[config.mk]
export PLATFORM = sky130hd
export DESIGN_NAME = addsub_serial_flat
export DESIGN_NICKNAME = d
export VERILOG_FILES = /design/src/rtl/addsub_serial_if.sv /design/src/rtl/addsub_serial.sv /design/src/flat_wrapper.sv
export SDC_FILE = /design/constraint.sdc
export NUM_CORES = 1
export LEC_CHECK = 0
export CAP_MARGIN = 20
export CORE_AREA = 2 2 134 136
export DETAILED_ROUTE_END_ITERATION = 10
export DIE_AREA = 0 0 136 138
export DONT_BUFFER_PORTS = 1
export MAX_ROUTING_LAYER = met4
export PLACE_DENSITY = 0.5
export REMOVE_ABC_BUFFERS = 1
export SLEW_MARGIN = 10
export SYNTH_ARGS = -nofsm -noshare
export SYNTH_HDL_FRONTEND = slang
export SYNTH_SLANG_ARGS = --single-unit
[constraint.sdc]
create_clock -name clk -period 4.6 [get_ports clk]
set_clock_uncertainty 0.15 [all_clocks]
set_input_delay 0.23 -clock clk [delete_from_list [all_inputs] [get_ports clk]]
set_output_delay 0.23 -clock clk [all_outputs]
set_load 0.02 [all_outputs]
[src/rtl/addsub_serial_if.sv]
// Handshake and operand/result bundle for the digit-serial adder/subtractor.
// The producer/consumer side uses master; the adder itself uses slave.
interface addsub_serial_if #(parameter int WIDTH = 32);
  logic             in_valid;
  logic             in_ready;
  logic [WIDTH-1:0] A;
  logic [WIDTH-1:0] B;
  logic             Cin;
  logic             sub;
  logic [WIDTH-1:0] S;
  logic             Cout;
  logic             ovfl;
  logic             zero;
  logic             out_valid;
  logic             out_ready;

  modport master (output in_valid, A, B, Cin, sub, out_ready,
                  input  in_ready, S, Cout, ovfl, zero, out_valid);
  modport slave  (input  in_valid, A, B, Cin, sub, out_ready,
                  output in_ready, S, Cout, ovfl, zero, out_valid);
endinterface

[src/rtl/addsub_serial.sv]
// Digit-serial adder/subtractor: DIGIT bits per clock over WIDTH/DIGIT cycles,
// with the inter-digit carry held in a register. Reports sum, Cout, ovfl and zero.
module addsub_serial #(
  parameter int WIDTH = 32,
  parameter int DIGIT = 8
) (
  input logic          clk,
  input logic          rst_n,
  addsub_serial_if.slave io
);
  localparam int N  = (DIGIT < 1) ? 1 : WIDTH / DIGIT;
  localparam int CW = (N > 1) ? $clog2(N) : 1;

  generate
    if (DIGIT < 1 || (WIDTH % DIGIT) != 0) begin : g_bad_param
      $error("addsub_serial: WIDTH must be a positive multiple of DIGIT");
    end
  endgenerate

  typedef enum logic [1:0] {IDLE, RUN, DONE} state_t;

  state_t           state_q, state_d;
  logic [WIDTH-1:0] a_q, a_d, b_q, b_d, s_q, s_d;
  logic [CW-1:0]    cnt_q, cnt_d;
  logic             carry_q, carry_d;
  logic             cout_q, cout_d, ovfl_q, ovfl_d, zero_q, zero_d;

  logic [DIGIT-1:0] dig_a, dig_b;
  logic [DIGIT:0]   dsum;
  logic             cin_msb;
  logic             last;

  always_comb begin
    state_d = state_q;
    a_d     = a_q;
    b_d     = b_q;
    s_d     = s_q;
    cnt_d   = cnt_q;
    carry_d = carry_q;
    cout_d  = cout_q;
    ovfl_d  = ovfl_q;
    zero_d  = zero_q;

    dig_a   = DIGIT'(a_q >> (cnt_q * DIGIT));
    dig_b   = DIGIT'(b_q >> (cnt_q * DIGIT));
    dsum    = {1'b0, dig_a} + {1'b0, dig_b} + (DIGIT+1)'(carry_q);
    // Carry into the top bit of this digit; only meaningful on the last digit.
    cin_msb = dig_a[DIGIT-1] ^ dig_b[DIGIT-1] ^ dsum[DIGIT-1];
    last    = (cnt_q == CW'(N-1));

    unique case (state_q)
      IDLE: begin
        if (io.in_valid) begin
          a_d     = io.A;
          b_d     = io.sub ? ~io.B : io.B;
          carry_d = io.Cin ^ io.sub;
          cnt_d   = '0;
          state_d = RUN;
        end
      end
      RUN: begin
        s_d[cnt_q*DIGIT +: DIGIT] = dsum[DIGIT-1:0];
        carry_d = dsum[DIGIT];
        if (last) begin
          cout_d  = dsum[DIGIT];
          ovfl_d  = cin_msb ^ dsum[DIGIT];
          zero_d  = (s_d == '0);
          state_d = DONE;
        end else begin
          cnt_d = cnt_q + CW'(1);
        end
      end
      DONE: begin
        if (io.out_ready) state_d = IDLE;
      end
      default: state_d = IDLE;
    endcase
  end

  always_ff @(posedge clk or negedge rst_n) begin
    if (!rst_n) begin
      state_q <= IDLE;
      a_q     <= '0;
      b_q     <= '0;
      s_q     <= '0;
      cnt_q   <= '0;
      carry_q <= 1'b0;
      cout_q  <= 1'b0;
      ovfl_q  <= 1'b0;
      zero_q  <= 1'b0;
    end else begin
      state_q <= state_d;
      a_q     <= a_d;
      b_q     <= b_d;
      s_q     <= s_d;
      cnt_q   <= cnt_d;
      carry_q <= carry_d;
      cout_q  <= cout_d;
      ovfl_q  <= ovfl_d;
      zero_q  <= zero_d;
    end
  end

  assign io.in_ready  = (state_q == IDLE);
  assign io.out_valid = (state_q == DONE);
  assign io.S         = s_q;
  assign io.Cout      = cout_q;
  assign io.ovfl      = ovfl_q;
  assign io.zero      = zero_q;
endmodule

[src/flat_wrapper.sv]
// flat-port wrapper written by rule: the top's interface ports become plain ports
module addsub_serial_flat 
#(
  parameter int WIDTH = 32,
  parameter int DIGIT = 8
)
  (clk, rst_n, io_in_valid, io_A, io_B, io_Cin, io_sub, io_out_ready, io_in_ready, io_S, io_Cout, io_ovfl, io_zero, io_out_valid);
  addsub_serial_if #(.WIDTH(WIDTH)) io_i ();
  input logic clk;
  input logic rst_n;
  input wire logic [$bits(io_i.in_valid)-1:0] io_in_valid;
  input wire logic [$bits(io_i.A)-1:0] io_A;
  input wire logic [$bits(io_i.B)-1:0] io_B;
  input wire logic [$bits(io_i.Cin)-1:0] io_Cin;
  input wire logic [$bits(io_i.sub)-1:0] io_sub;
  input wire logic [$bits(io_i.out_ready)-1:0] io_out_ready;
  output wire logic [$bits(io_i.in_ready)-1:0] io_in_ready;
  output wire logic [$bits(io_i.S)-1:0] io_S;
  output wire logic [$bits(io_i.Cout)-1:0] io_Cout;
  output wire logic [$bits(io_i.ovfl)-1:0] io_ovfl;
  output wire logic [$bits(io_i.zero)-1:0] io_zero;
  output wire logic [$bits(io_i.out_valid)-1:0] io_out_valid;
  assign io_i.in_valid = io_in_valid;
  assign io_i.A = io_A;
  assign io_i.B = io_B;
  assign io_i.Cin = io_Cin;
  assign io_i.sub = io_sub;
  assign io_i.out_ready = io_out_ready;
  assign io_in_ready = io_i.in_ready;
  assign io_S = io_i.S;
  assign io_Cout = io_i.Cout;
  assign io_ovfl = io_i.ovfl;
  assign io_zero = io_i.zero;
  assign io_out_valid = io_i.out_valid;
  addsub_serial #(.WIDTH(WIDTH), .DIGIT(DIGIT)) u_core (.clk(clk), .rst_n(rst_n), .io(io_i));
endmodule
After elaboration in Yosys (flattened, before gate mapping)
Cells that the tools add are included.
{ "totals": {"in_bits": 70, "word_cells": 48, "ff_bits": 104, "output_inout_bits": 37} }
{ "classes": {"add_sub_neg": 4, "eq_ne": 7, "n_shift": 4, "reduce_logical": 8, "muxes": 11, "n_bitwise": 5} }
{ "op_table": {"columns": ["operator", "count"], "rows": [
  ["right shift 32 x 5 -> 8 bit", 2],
  ["negator 5 -> 34 bit", 1],
  ["variable shift 8 x 34 -> 32 bit, first input constant", 1],
  ["indexed part select 8 x 34 -> 32 bit", 1],
  ["bitwise mux 32 bit", 1],
  ["zero test 32 bit", 1],
  ["two-way mux 32 bit", 1],
  ["NOT 32 bit", 1],
  ["two-way mux 2 bit", 5],
  ["adder 8 x 8 -> 9 bit", 1],
  ["adder 9 x 1 -> 9 bit", 1],
  ["!= test 2 bit, second input constant", 3],
  ["case mux 2 bit (3 select lines)", 1],
  ["AND reduction 2 bit", 3],
  ["AND reduction 3 bit", 2],
  ["== test 2 bit, second input constant", 2],
  ["case mux 2 bit (2 select lines)", 1],
  ["XOR 1 bit", 4],
  ["adder 2 x 1 -> 2 bit, second input constant", 1],
  ["== test 2 x 1 -> 1 bit, second input constant", 1],
  ["zero test 2 bit", 1],
  ["!= test 2 x 1 -> 1 bit, second input constant", 1],
  ["case mux 1 bit (2 select lines)", 1],
  ["nonzero test 2 bit", 1],
  ["two-way mux 1 bit", 1]
]} }

Longest topological paths before layout
Gate-level depths: netlist (run 1).
{ "depth": {"word_depth": 6, "ltp_mapped": 11, "mapped_depth_nobuf": 9} }

Least setup slack after synthesis (run 1)
Ideal clock, no wire load.
{ "synth_timing": {"path_type": "flip-flop to flip-flop", "from": "reg u_core.cnt_q[0]", "to": "reg u_core.zero_q (netlist: u_core.io.zero)", "setup_time_ps": 80, "path_buffers": 2, "synth_period_minus_slack_ps": 3696, "path_stages_with_launch": 12, "arrival_time_ps": 3466, "setup_slack_ps": 904, "t_required_ps": 4370, "path_cell_list": "dfrtp_1 buf_2 buf_2 mux4_2 fa_1 fa_1 xor2_1 or3_1 a311oi_2 nor4b_4 o221ai_1 o211ai_2"} }
{ "synth_via": {"elab_chain_len": 6, "word_cells_on_any_way": 11, "classes_between": "3 x add/sub; 1 x eq/ne; 4 x shift; 1 x mux; 2 x reduce/logical"} }
{ "synth_lines": {"columns": ["item", "line", "text"], "rows": [
  ["from (decl)", "addsub_serial.sv:24", "logic [CW-1:0] cnt_q, cnt_d;"],
  ["from (signal assigned)", "addsub_serial.sv:96", "cnt_q <= cnt_d;"],
  ["right shift 32 x 5 -> 8 bit (on tied branches)", "addsub_serial.sv:44, addsub_serial.sv:45", null],
  ["adder 8 x 8 -> 9 bit", "addsub_serial.sv:46", "dsum = {1'b0, dig_a} + {1'b0, dig_b} + (DIGIT+1)'(carry_q);"],
  ["adder 9 x 1 -> 9 bit", "addsub_serial.sv:46", null],
  ["indexed part select 8 x 34 -> 32 bit", "addsub_serial.sv:62", "s_d[cnt_q*DIGIT +: DIGIT] = dsum[DIGIT-1:0];"],
  ["bitwise mux 32 bit", "addsub_serial.sv:62", null],
  ["zero test 32 bit", "addsub_serial.sv:67", "zero_d = (s_d == '0);"],
  ["to (signal assigned)", "addsub_serial.sv:100", "zero_q <= zero_d;"],
  ["to (decl)", "addsub_serial.sv:26", "logic cout_q, cout_d, ovfl_q, ovfl_d, zero_q, zero_d;"]
]} }
Several ways; a longest one is shown, not always the timed one.
A chain may end at the register's enable or synchronous reset.

Worst setup path after layout (run 1)
Same ends and word-level chain as after synthesis.

==> PnR_summary.wiki, run 1 <==
{| class="wikitable"
! Metric !! Value
|-
| Outcome || completed
|-
| Via count || between 3000 and 4000
|-
| Overall die height || 138 um
|-
| Hold path endpoint || u_core.carry_q
|-
| Buffers & Inverters on Critical Path || 0
|-
| FMAX || 288 MHz
|-
| Cell type contributing the most total cell area after synthesis || sky130_fd_sc_hd__dfrtp_1
|-
| Pin count of the biggest net entering global routing || 105
|-
| Worst EP arrival || approximately 3.6 ns
|-
| Cell chain of the critical path || mux4_2, fa_1, fa_1, xor2_1, or3_1, a311oi_2, nor4b_4, o221ai_1, o211ai_2
|-
| Crit path max-delay family || adder cells
|-
| Detailed-route DRC error count || 0
|-
| Register area || 2600 um2
|-
| Area of the die || roughly 19000 um2
|-
| Worst Setup Start Kind || flop
|-
| Register area share after synthesis || 0.507
|-
| Inserted Clock Buffers || 9
|-
| Most frequent cell after synthesis || sky130_fd_sc_hd__dfrtp_1
|-
| Post-CTS setup-driven buffer insertion count || 0
|-
| Distinct cell type count of the synthesized netlist || 47
|-
| Largest stage delay on the critical path || 0.54 ns
|-
| Final worst-path cycle share || 0.754
|-
| Required arrival time at the worst endpoint || 4.72 ns
|-
| IO Count || 107
|-
| Top area cells in the synthesized netlist || sky130_fd_sc_hd__dfrtp_1 (51%), sky130_fd_sc_hd__mux2_2 (7.2%), sky130_fd_sc_hd__mux4_2 (7.0%)
|-
| Hold crit path type || in -> reg
|-
| Leakage power || 2.72 nW
|-
| Dpl hpwl || between 9000 and 10000 um
|-
| Max-cap violation count || 0
|-
| Max Transition Viols Final || 0
|-
| Longest Clk Path Bufs || 2
|-
| Clock tree from TritonCTS || built
|-
| Initial core utilization || 0.293
|-
| Initial antenna violation count || 0
|-
| Resized Gates After CTS || 0
|-
| Number of nets with antenna violations after detailed routing || 0
|-
| Final hold violations || 0
|-
| Highest-delay cell along the critical path || sky130_fd_sc_hd__mux4_2
|-
| Fraction of layout instances using a drive strength above 1 || 0.159
|-
| Count of flip-flops with a built-in enable after synthesis || 0
|-
| Post-CTS clock slew at the launch and capture registers of the worst setup and hold paths || 0.07 ns
|-
| Die X-Extent || 136 um
|-
| Power Density || approximately 900 nW/um2
|-
| Startpoint of the lowest-slack register-to-register path || u_core.cnt_q[0]
|-
| Most common flop cell mapped by yosys || sky130_fd_sc_hd__dfrtp_1
|-
| Area of the mapped netlist || 5130 um2
|-
| Filler cells || 1772
|-
| Overflow left after global routing || 0
|-
| Period minus WS final || 3.47 ns
|-
| Total global-route track usage || 0.153
|-
| Async set-or-reset flop fraction in the synthesized netlist || 1.00
|-
| Unrepaired setup endpoints after global routing || no
|-
| Clock insertion delay at the later pin of the skew report || 0.35 ns
|-
| Worst-margin pin slew || 0.955 ns
|-
| Synth Warn # || 0
|-
| IR drop worst, VDD || between 500 and 600 uV
|-
| First-pass iteration count of the detailed router || 4
|-
| Relative slew slack || 0.363
|-
| Worst setup slack for register-to-register paths || 1.13 ns
|-
| Reg2reg end || u_core.io.zero
|-
| Gate Count Post-Synth || 423
|-
| Number of cells on the worst hold path || 3
|-
| Total negative slack for setup checks || 0 ns
|-
| Number of cells on the worst reg-to-reg path || 9
|-
| Final core utilization || 0.382
|-
| Type of element capturing the critical path || flop
|-
| Final std cells w/o fill || around 750
|-
| Overall power consumption || 5.92 mW
|-
| Startpoint of the tightest hold check path || io_Cin
|-
| DR iter-0 viols || 150
|-
| Number of core rows || 49
|-
| Total wirelength of the detailed-routed design || 13200 um
|-
| Placed Cells incl. Taps || 636
|-
| Leading cell types by count after synthesis || sky130_fd_sc_hd__dfrtp_1 (104), sky130_fd_sc_hd__nor2_1 (44), sky130_fd_sc_hd__a21oi_1 (40)
|-
| Top-area cell type share of the netlist area || 0.507
|-
| Setup-failing EPs final || 0
|-
| Vias in the first global route || between 3000 and 4000
|-
| Post-DR wirelength/cell || 17.6 um
|-
| H-tree Lvls || 3
|-
| Root Buffer Master || sky130_fd_sc_hd__clkbuf_16
|-
| Mean number of vias per cell || 4.83
|-
| Critical Path Most Common Cell || sky130_fd_sc_hd__fa_1
|-
| Global-route wire length before repair || 21600 um
|-
| Antenna Diode Count || 0
|-
| Maximum fanout along the worst path || 6
|-
| Post-layout net count || 602
|-
| Sink Count || ~100
|-
| Count of state elements after synthesis || 104
|-
| Floorplan Core Area || between 15000 and 20000 um2
|-
| Startpoint-to-endpoint class of the critical path || reg -> reg
|-
| Per-instance average area after synthesis || approximately 12 um2
|-
| Area of the multi-input gates || between 2000 and 2500 um2
|-
| Count of buffers from port buffering || 0
|-
| Final GP Congestion || 0.810
|-
| Area added between synthesis and finish || 30.6%
|}
[how the worst max path moves through the flow]
stage / from / depth (start not counted) / slack, ns / end
2_1_floorplan: u_core.cnt_q[0] / 9 / 0.56 / u_core.carry_q
3_3_place_gp: u_core.cnt_q[0] / 9 / 1.22 / u_core.io.zero
3_5_place_dp: u_core.cnt_q[0] / 9 / 1.12 / u_core.io.zero
4_1_cts: u_core.cnt_q[0] / 8 / 1.11 / u_core.io.zero
5_1_grt: u_core.cnt_q[0] / 9 / 0.95 / u_core.io.zero
6_report: u_core.cnt_q[0] / 9 / 1.13 / u_core.io.zero
[metal layers]
layer,share of wire,wire length (um),GRT usage,vias up
met5,0,0,-,-
met3,0.062,814,0.0433,9
met1,0.45,5940,0.198,1796
li1,-,-,-,1725
met2,0.48,6310,0.235,97
met4,0.012,156,0.0411,0
[per-stage QoR]
stage	setup WS (ns)	instance area (um2)	hold slack, ns
2_1_floorplan	0.560	5040	-0.216
3_3_place_gp	1.22	5370	-0.211
3_5_place_dp	1.12	5370	-0.211
4_1_cts	1.11	6700	0.00657
5_1_grt	0.949	6700	0.0437
6_report	1.13	6700	0.0117
[tightest hold or removal path, cell delays in order]
cell                       delay, ns
sky130_fd_sc_hd__xor2_1         0.07
sky130_fd_sc_hd__nand2_1        0.07
sky130_fd_sc_hd__o221ai_1       0.09
[cells by family after synthesis]
group / count (synthesis) / share of synthesized area
multiplexers: 50 / 0.145
adder cells (fa/ha/maj): 15 / 0.0395
AO/OA/AOI/OAI: 99 / 0.138
AND/OR/NAND/NOR: 89 / 0.0841
flip-flops: 104 / 0.507
buffers and inverters: 29 / 0.0234
XOR/XNOR: 37 / 0.0631
[where the power goes]
| part | switching [mW] | leakage [nW] | internal [mW] |
|---|---|---|---|
| logic | 1.89 | 1.30 | 1.39 |
| registers | 0.464 | 1.26 | 1.34 |
| clock network | 0.350 | 0.157 | 0.481 |
| total | 2.71 | 2.72 | 3.22 |
[cell type report]
type	instances	share of cell area
Tap cell	229	0.0427
Multi-Input combinational cell	290	0.360
Clock inverter	6	0.0136
Inverter	7	0.00392
Timing Repair Buffer	105	0.157
Clock buffer	10	0.0342
Sequential cell	104	0.388
[flip-flops by register name, indices dropped and copies added (netlist names)]
signal,cells
u_core.state_q,2
u_core.carry_q,1
u_core.io.S,32
u_core.io.ovfl,1
u_core.a_q,32
u_core.io.Cout,1
u_core.io.zero,1
u_core.b_q,32
u_core.cnt_q,2
[what timing repair did]
action	in CTS	in global routing
endpoints found under the setup margin	0	0
hold endpoints to repair	169	0
hold buffers	99	0
[placed cells by master (no fill, tap or decap), types with 4 or more instances in the layout]
cell / netlist / layout
sky130_fd_sc_hd__ha_1: 13 / 13
sky130_fd_sc_hd__mux4_2: 16 / 16
sky130_fd_sc_hd__clkbuf_16: 0 / 9
sky130_fd_sc_hd__inv_1: 7 / 7
sky130_fd_sc_hd__a21oi_1: 40 / 40
sky130_fd_sc_hd__dlygate4sd3_1: 0 / 98
sky130_fd_sc_hd__nor3_1: 6 / 6
sky130_fd_sc_hd__xnor2_1: 35 / 35
sky130_fd_sc_hd__dfrtp_1: 104 / 103
sky130_fd_sc_hd__o21ai_0: 4 / 4
sky130_fd_sc_hd__buf_4: 0 / 6
sky130_fd_sc_hd__a22o_1: 28 / 28
sky130_fd_sc_hd__nor2_1: 44 / 44
sky130_fd_sc_hd__nand2_1: 14 / 14
sky130_fd_sc_hd__mux2_2: 33 / 33
sky130_fd_sc_hd__nor4_1: 6 / 6
Note: power is estimated with default switching activity, not from simulation.
==> inputs of run 2 (changes only) <==
- ABC_AREA: not set -> 1
- CORE_AREA: 2 2 134 136 -> 2 2 141 143
- DIE_AREA: 0 0 136 138 -> 0 0 143 145
- PLACE_DENSITY: 0.5 -> 0.52
- clock period: 4.6 -> 3.05 ns (I/O delays scaled with it)
==> run 2 against run 1 <==
Combinational power rose by 68%. Sequential cell count unchanged. Utilization rose by 1.2 points. Critical path type unchanged. Cell area grew 13%.
==> PnR_summary.wiki, run 2 <==
{| class="wikitable"
! Metric !! Value
|-
| Overflow left after global routing || 0 (unchanged)
|-
| Maximum fanout along the worst path || 12 (+6)
|-
| Async set-or-reset flop fraction in the synthesized netlist || 1.00 (unchanged)
|-
| Critical Path Most Common Cell || sky130_fd_sc_hd__nand2_1
|-
| Inserted Clock Buffers || 9 (unchanged)
|-
| Pre-CTS worst setup slack || -0.0113 ns (-1.13 ns)
|-
| Area of the mapped netlist || 5680 um2 (+11%)
|-
| Most common flop cell mapped by yosys || sky130_fd_sc_hd__dfrtp_1
|-
| Startpoint-to-endpoint class of the critical path || reg -> reg
|-
| Startpoint of the lowest-slack register-to-register path || u_core.cnt_q[0]
|-
| IR drop worst, VDD || 618 uV (+17%)
|-
| Cell type contributing the most total cell area after synthesis || sky130_fd_sc_hd__dfrtp_1
|-
| Hold crit path type || in -> async
|-
| Setup ws final || 0.118 ns (-1.01 ns)
|-
| Buffers & Inverters on Critical Path || 3 (+3)
|-
| Launching element of the worst setup path || u_core.cnt_q[0]
|-
| Clock network fraction of total power || 0.120 (-0.020)
|-
| Net Sw Power || 4.63 mW (+71%)
|-
| Count of flip-flops with a built-in enable after synthesis || 0 (unchanged)
|-
| Final std cells w/o fill || 1129 (+50%)
|-
| Power Density || 1230 nW/um2 (+39%)
|-
| Sink Count || 104 (unchanged)
|-
| Number of core rows || 51 (+4.1%)
|-
| DR iter-0 viols || 263 (+75%)
|-
| FMAX || 341 MHz (+18%)
|-
| Overall die height || 145 um (+5.1%)
|-
| Post-CTS clock slew at the launch and capture registers of the worst setup and hold paths || 0.08 ns (about the same)
|-
| Fin area || 7570 um2 (+13%)
|-
| Largest stage delay on the critical path || 0.46 ns (-0.08 ns)
|-
| Floorplan Core Area || 19200 um2 (+9.5%)
|-
| Max-cap violation count || 0 (unchanged)
|-
| Top-area cell type share of the netlist area || 0.458 (-0.0490)
|-
| Initial core utilization || 0.296 (+0.00310)
|-
| Max Transition Viols Final || 0 (unchanged)
|-
| Count of buffers from port buffering || 0 (unchanged)
|-
| Die X-Extent || 143 um (+5.1%)
|-
| Worst Setup Start Kind || flop
|-
| Leakage power || 3.51 nW (+29%)
|-
| Area of the multi-input gates || 2800 um2 (+16%)
|-
| IO Count || 107 (unchanged)
|-
| Mean number of vias per cell || 4.53 (-6.2%)
|-
| Power share of the sequential group || 0.288 (-0.017)
|-
| Worst EP arrival || 3.08 ns (-0.51 ns)
|-
| Dpl hpwl || 11500 um (+26%)
|-
| Root Buffer Master || sky130_fd_sc_hd__clkbuf_16
|-
| Relative slew slack || 0.620 (+0.257)
|-
| Cell-internal power || 4.69 mW (+46%)
|-
| Longest Clk Path Bufs || 2 (unchanged)
|-
| Leading cell types in the layout, fill and taps excluded || sky130_fd_sc_hd__nand2_1 (229), sky130_fd_sc_hd__dlygate4sd3_1 (106), sky130_fd_sc_hd__dfrtp_1 (103)
|-
| Initial antenna violation count || 0 (unchanged)
|-
| Register area || 2600 um2 (unchanged)
|-
| Crit path max-delay family || simple AND/OR/NAND/NOR gates
|-
| Top area cells in the synthesized netlist || sky130_fd_sc_hd__dfrtp_1 (46%), sky130_fd_sc_hd__nand2_1 (15%), sky130_fd_sc_hd__o21ai_0 (7.8%)
|-
| Highest-delay cell along the critical path || sky130_fd_sc_hd__dfrtp_2
|-
| Area of the die || 20700 um2 (+10%)
|-
| H-tree Lvls || 3 (unchanged)
|-
| First-pass iteration count of the detailed router || 4 (unchanged)
|-
| Number of nets with antenna violations after detailed routing || 0 (unchanged)
|-
| Per-instance average area after synthesis || 7.64 um2 (-37%)
|-
| Combinational share of power || 0.592 (+0.037)
|-
| Vias in the first global route || 5086 (+32%)
|-
| Outcome || completed
|-
| Final worst-path cycle share || 0.961 (+0.207)
|-
| Unrepaired setup endpoints after global routing || yes
|-
| Area added between synthesis and finish || 33.3%
|-
| Register area share after synthesis || 0.458 (-0.0490)
|-
| Fraction of layout instances using a drive strength above 1 || 0.105 (-0.0537)
|-
| Type of element capturing the critical path || flop
|-
| Total negative slack for setup checks || 0 ns (unchanged)
|-
| Worst-margin pin slew || 0.568 ns (-0.387 ns)
|-
| Final GP Congestion || 0.857 (+5.9%)
|-
| Clock insertion delay at the later pin of the skew report || 0.36 ns (about the same)
|-
| Period minus WS final || 2.93 ns (-0.539 ns)
|-
| Pin count of the biggest net entering global routing || 105 (unchanged)
|-
| Placed Cells incl. Taps || 1003 (+58%)
|-
| Antenna Diode Count || 0 (unchanged)
|-
| Worst setup slack for register-to-register paths || 0.12 ns (-1.01 ns)
|-
| Switching fraction of total power || 0.497 (+0.0401)
|-
| Detailed-route DRC error count || 0 (unchanged)
|-
| Clock tree from TritonCTS || built
|-
| Setup-failing EPs final || 0 (unchanged)
|-
| Post-DR wirelength/cell || 14.5 um (-18%)
|-
| Final core utilization || 0.394 (+0.0120)
|-
| Gate Count Post-Synth || 744 (+76%)
|-
| Via count || 5116 (+41%)
|-
| Count of state elements after synthesis || 104 (unchanged)
|-
| Post-place instance area || 6110 um2 (+14%)
|-
| Most frequent standard cell in the layout excluding fill and tap cells || sky130_fd_sc_hd__nand2_1
|-
| Required arrival time at the worst endpoint || 3.19 ns (-1.53 ns)
|-
| Synth Warn # || 0 (unchanged)
|-
| Final hold violations || 0 (unchanged)
|-
| Distinct cell type count of the synthesized netlist || 31 (-34%)
|-
| Total wirelength of the detailed-routed design || 16400 um (+24%)
|-
| Cell chain of the critical path || buf_4, buf_4, o21ai_0, o22ai_1, buf_4, ha_1, nand3_1, nand2_2, nand2_2, nand2_1, nand2_1, nand2_2, nand3_1, nand2_1, nor2_1, nand3_1, nor2_1, nand2_1, nand2_1
|-
| Filler cells || 2008 (+13%)
|-
| Total global-route track usage || 0.169 (+0.0161)
|-
| Most frequent cell after synthesis || sky130_fd_sc_hd__nand2_1
|-
| Global-route wire length before repair || 26800 um (+24%)
|-
| Post-layout net count || 944 (+57%)
|-
| Leading cell types by count after synthesis || sky130_fd_sc_hd__nand2_1 (232), sky130_fd_sc_hd__dfrtp_1 (104), sky130_fd_sc_hd__nor2_1 (89), sky130_fd_sc_hd__o21ai_0 (89), sky130_fd_sc_hd__inv_1 (44)
|}
==> run 2: logic make-up after synthesis <==
group,count (synthesis),synth area share
AOI/OAI and AO/OA,131,0.126
xor gates and xnor gates,34,0.0524
adders and majority gates,15,0.0357
buffers and inverters,86,0.0612
DFF,104,0.458
and+or+nand+nor,374,0.267
==> run 2: per-layer routing <==
metal | track usage | part of all wire | up-vias
met5 | - | 0 | -
met2 | 0.264 | 0.47 | 96
met4 | 0.0460 | 0.014 | 0
met1 | 0.223 | 0.48 | 2375
met3 | 0.0327 | 0.041 | 16
li1 | - | - | 2629
==> run 2: power by group through the flow <==
| stage | logic, mW | registers, mW | clock network [mW] |
|---|---|---|---|
| 2_1_floorplan | 3.36 | 2.62 | 0 |
| 3_3_place_gp | 4.98 | 2.71 | 0 |
| 3_5_place_dp | 5.02 | 2.71 | 0 |
| 4_1_cts | 5.27 | 2.69 | 1.16 |
| 5_1_grt | 6.26 | 2.77 | 1.20 |
| 6_report | 5.52 | 2.68 | 1.12 |
==> run 2: stage by stage <==
stage / hold WS (ns) / power [mW]
detailed placement: -0.286 / 7.73
CTS: 0.270 / 9.13
finish: 0.251 / 9.32
floorplan: -0.293 / 5.98
global placement: -0.286 / 7.69
global route: 0.292 / 10.2
==> run 2: cell type report <==
type                    instances  share of cell area
inverters                      52              0.0268
multi-input cells             554               0.369
repair buffers                138               0.179
well taps                     265              0.0438
flip-flops and latches        104               0.344
clock buffers                  10              0.0302
clock inverters                 6             0.00694
==> run 2: path summary, 6_finish.rpt <==
path                                   end  depth (start not counted)
max                         u_core.io.zero                         19
min                         u_core.b_q[26]                          2
min reg2reg                 u_core.a_q[17]                          2
max in group asynchronous  u_core.io.S[18]                          2
min in group clk            u_core.a_q[26]                          3
max reg2reg                 u_core.io.zero                         19
==> run 2: timing repair <==
action,4_1_cts,5_1_grt
endpoints found under the hold margin,172,0
endpoints found under the setup margin,2,7
gates resized for setup,3,23
buffers inserted,0,3
hold buffers,107,0
pin swaps,0,13
==> run 2: worst register-to-register path: cells and delay by family (launching register included) <==
family	cells	cell delay (ns)
and+or+nand+nor	13	1.21
buffers and inverters	3	0.50
DFF	1	0.46
adders and majority gates	1	0.29
AOI/OAI and AO/OA	2	0.26
==> inputs of run 3 (changes only) <==
--- a/config.mk
+++ b/config.mk
@@ -9,4 +9,5 @@
 export CAP_MARGIN = 20
 export CORE_AREA = 2 2 141 143
+export CTS_CLUSTER_SIZE = 20
 export DETAILED_ROUTE_END_ITERATION = 10
 export DIE_AREA = 0 0 143 145
==> constraint.sdc (replaced) <==
create_clock -name clk -period 3.05 [get_ports clk]
set_clock_uncertainty 0.15 [all_clocks]
set_input_delay 0.61 -clock clk [delete_from_list [all_inputs] [get_ports clk]]
set_output_delay 0.61 -clock clk [all_outputs]
set_load 0.02 [all_outputs]
==> run 3 against run 2 <==
Cell count down 9.5%. Wire length down 3.7%. Clock power about the same. Combinational power down 4.2%. First-iteration DRC count down 9.9%. The run now ends with negative hold slack left. Largest cell class unchanged. Highest routed layer unchanged.
==> PnR_summary.wiki, run 3 (same netlist as run 2, synthesis figures left out) <==
{| class="wikitable"
! Metric !! Value
|-
| Outcome || finished with violations
|-
| Violated checks || negative hold slack
|-
| Detailed-route DRC error count || 0 (unchanged)
|-
| Uppermost layer routed || met4
|-
| Relative slew slack || 0.621 (+0.00112)
|-
| IR drop worst, VDD || 622 uV (+0.68%)
|-
| Count of buffers from port buffering || 0 (unchanged)
|-
| Post-place instance area || 6110 um2 (unchanged)
|-
| Overall power consumption || 9.10 mW (-2.4%)
|-
| Pin count of the biggest net entering global routing || 105 (unchanged)
|-
| Post-CTS clock slew at the launch and capture registers of the worst setup and hold paths || 0.08 ns (about the same)
|-
| Post-DR wirelength/cell || 15.4 um (+6.3%)
|-
| Antenna Diode Count || 0 (unchanged)
|-
| Sink Count || 104 (unchanged)
|-
| Number of core rows || 51 (unchanged)
|-
| Filler cells || 2080 (+3.6%)
|-
| Initial core utilization || 0.296 (unchanged)
|-
| Clock insertion delay at the later pin of the skew report || 0.36 ns (about the same)
|-
| Worst Hold Margin || -0.203 ns (-0.453 ns)
|-
| Total negative slack for setup checks || 0 ns (unchanged)
|-
| Period minus WS final || 2.94 ns (+0.00670 ns)
|-
| Inserted Clock Buffers || 9 (unchanged)
|-
| Fraction of layout instances using a drive strength above 1 || 0.119 (+0.0136)
|-
| Final worst-path cycle share || 0.963 (+0.00220)
|-
| Detailed-routing wirelength on met1 || 7550 um (-3.4%)
|-
| Met3 Routed Length || 673 um (+0.90%)
|-
| Max Transition Viols Final || 0 (unchanged)
|-
| Leakage power || 3.05 nW (-13%)
|-
| Final GP Congestion || 0.857 (unchanged)
|-
| Global-route wire length before repair || 25200 um (-6.0%)
|-
| Final hold violations || 104 (+104)
|-
| Launching element of the worst setup path || u_core.cnt_q[0]
|-
| Clock tree from TritonCTS || built
|-
| Unrepaired setup endpoints after global routing || yes
|-
| IO Count || 107 (unchanged)
|-
| Overflow left after global routing || 0 (unchanged)
|-
| Leading cell types in the layout, fill and taps excluded || sky130_fd_sc_hd__nand2_1 (229), sky130_fd_sc_hd__dfrtp_1 (103), sky130_fd_sc_hd__nor2_1 (88)
|-
| DR iter-0 viols || 237 (-9.9%)
|-
| Total global-route track usage || 0.161 (-0.00763)
|-
| Hold crit path type || in -> async
|-
| Pre-CTS worst setup slack || -0.0113 ns (unchanged)
|-
| Type of element capturing the critical path || flop
|-
| Die X-Extent || 143 um (unchanged)
|-
| Initial antenna violation count || 0 (unchanged)
|-
| Floorplan Core Area || 19200 um2 (unchanged)
|-
| Number of nets with antenna violations after detailed routing || 0 (unchanged)
|-
| Area added between synthesis and finish || 14.1%
|-
| Total wirelength of the detailed-routed design || 15800 um (-3.7%)
|-
| Fin area || 6480 um2 (-14%)
|-
| Overall die height || 145 um (unchanged)
|-
| Dpl hpwl || 11500 um (unchanged)
|-
| Reg2reg end || u_core.io.zero
|-
| Mean number of vias per cell || 4.56 (+0.69%)
|-
| Max-cap violation count || 0 (unchanged)
|-
| FMAX || 340 MHz (-0.23%)
|-
| Root Buffer Master || sky130_fd_sc_hd__clkbuf_16
|-
| Maximum fanout along the worst path || 4 (-8)
|-
| Vias in the first global route || 4588 (-9.8%)
|-
| Required arrival time at the worst endpoint || 3.19 ns (about the same)
|-
| Area of the die || 20700 um2 (unchanged)
|-
| Worst Setup Start Kind || flop
|-
| H-tree Lvls || 3 (unchanged)
|-
| Post-layout net count || 837 (-11%)
|-
| First-pass iteration count of the detailed router || 4 (unchanged)
|-
| Startpoint of the lowest-slack register-to-register path || u_core.cnt_q[0]
|-
| Most frequent standard cell in the layout excluding fill and tap cells || sky130_fd_sc_hd__nand2_1
|-
| End point of the critical path || u_core.io.zero
|-
| Worst setup slack for register-to-register paths || 0.11 ns (about the same)
|-
| Via count || 4663 (-8.9%)
|-
| Met2 Wirelength || 7320 um (-4.6%)
|-
| Worst-margin pin slew || 0.567 ns (-0.00168 ns)
|-
| Power Density || 1400 nW/um2 (+14%)
|-
| Setup-failing EPs final || 0 (unchanged)
|-
| Startpoint-to-endpoint class of the critical path || reg -> reg
|-
| Longest Clk Path Bufs || 2 (unchanged)
|-
| Number of cells on the worst reg-to-reg path || 18 (-1)
|-
| Setup ws final || 0.111 ns (-0.00669 ns)
|-
| Worst EP arrival || 3.08 ns (about the same)
|}
run 3: cell count changes in the layout (fill, tap and decap cells not counted), sizes merged:
cell         change
dlygate4sd3    -106
buf              -1
run 3: critical path, cell delays in order, from the launching register on:
cell and delay (ns):
sky130_fd_sc_hd__dfrtp_2 0.46, sky130_fd_sc_hd__buf_6 0.14, sky130_fd_sc_hd__o21ai_2 0.12, sky130_fd_sc_hd__o22ai_2 0.11, sky130_fd_sc_hd__fa_2 0.42, sky130_fd_sc_hd__fa_2 0.40, sky130_fd_sc_hd__inv_2 0.07, sky130_fd_sc_hd__nand2_2 0.06
sky130_fd_sc_hd__nand4_1 0.12, sky130_fd_sc_hd__nor2_1 0.05, sky130_fd_sc_hd__nor2_1 0.13, sky130_fd_sc_hd__nand2_1 0.08, sky130_fd_sc_hd__nor2_2 0.11, sky130_fd_sc_hd__nand2_1 0.06, sky130_fd_sc_hd__nor2_1 0.11, sky130_fd_sc_hd__nand3_1 0.09
sky130_fd_sc_hd__nor2_1 0.09, sky130_fd_sc_hd__nand2_1 0.06, sky130_fd_sc_hd__nand2_1 0.05
run 3: routing by layer:
| metal | up-vias | global-route usage |
|---|---|---|
| met5 | - | - |
| met4 | 0 | 0.0460 |
| met3 | 17 | 0.0330 |
| met2 | 96 | 0.250 |
| met1 | 2135 | 0.213 |
| li1 | 2415 | - |
run 3: repair_timing:
action,in CTS,in global routing
setup endpoints to repair,2,7
buffers inserted,0,3
hold endpoints to repair,104,104
resized for setup,3,23
pin swaps,0,13
run 3: final cells by class:
type	instances	area (um2)	area share
multi-input combinational	554	2800	0.431
sequential	104	2600	0.402
tap	265	332	0.0511
timing repair buffer	31	269	0.0415
clock buffer	10	229	0.0353
inverter	52	203	0.0313
clock inverter	6	52.6	0.00810
run 3: how the worst min path moves through the flow:
stage                      from               to  slack, ns  cells after the start
after detailed placement  rst_n  u_core.io.S[23]       0.17                      0
after global routing      rst_n   u_core.io.S[2]      -0.22                      0
after floorplan           rst_n    u_core.a_q[0]       0.16                      0
after CTS                 rst_n   u_core.b_q[10]      -0.22                      0
final                     rst_n   u_core.io.S[2]      -0.20                      0
after global placement    rst_n  u_core.io.S[23]       0.17                      0
run 3: power by group:
group,leakage [nW],internal [mW],switching [mW]
Clock,0.131,0.566,0.554
Combinational,1.61,1.96,3.34
Sequential,1.31,2.01,0.676
run 3: through the flow:
| step | instances | util |
|---|---|---|
| 3_5_place_dp | 1003 | 0.318 |
| 5_1_grt | 1022 | 0.338 |
| 6_report | 1022 | 0.338 |
| 4_1_cts | 1019 | 0.333 |
| 3_3_place_gp | 1003 | 0.318 |
| 2_1_floorplan | 710 | - |
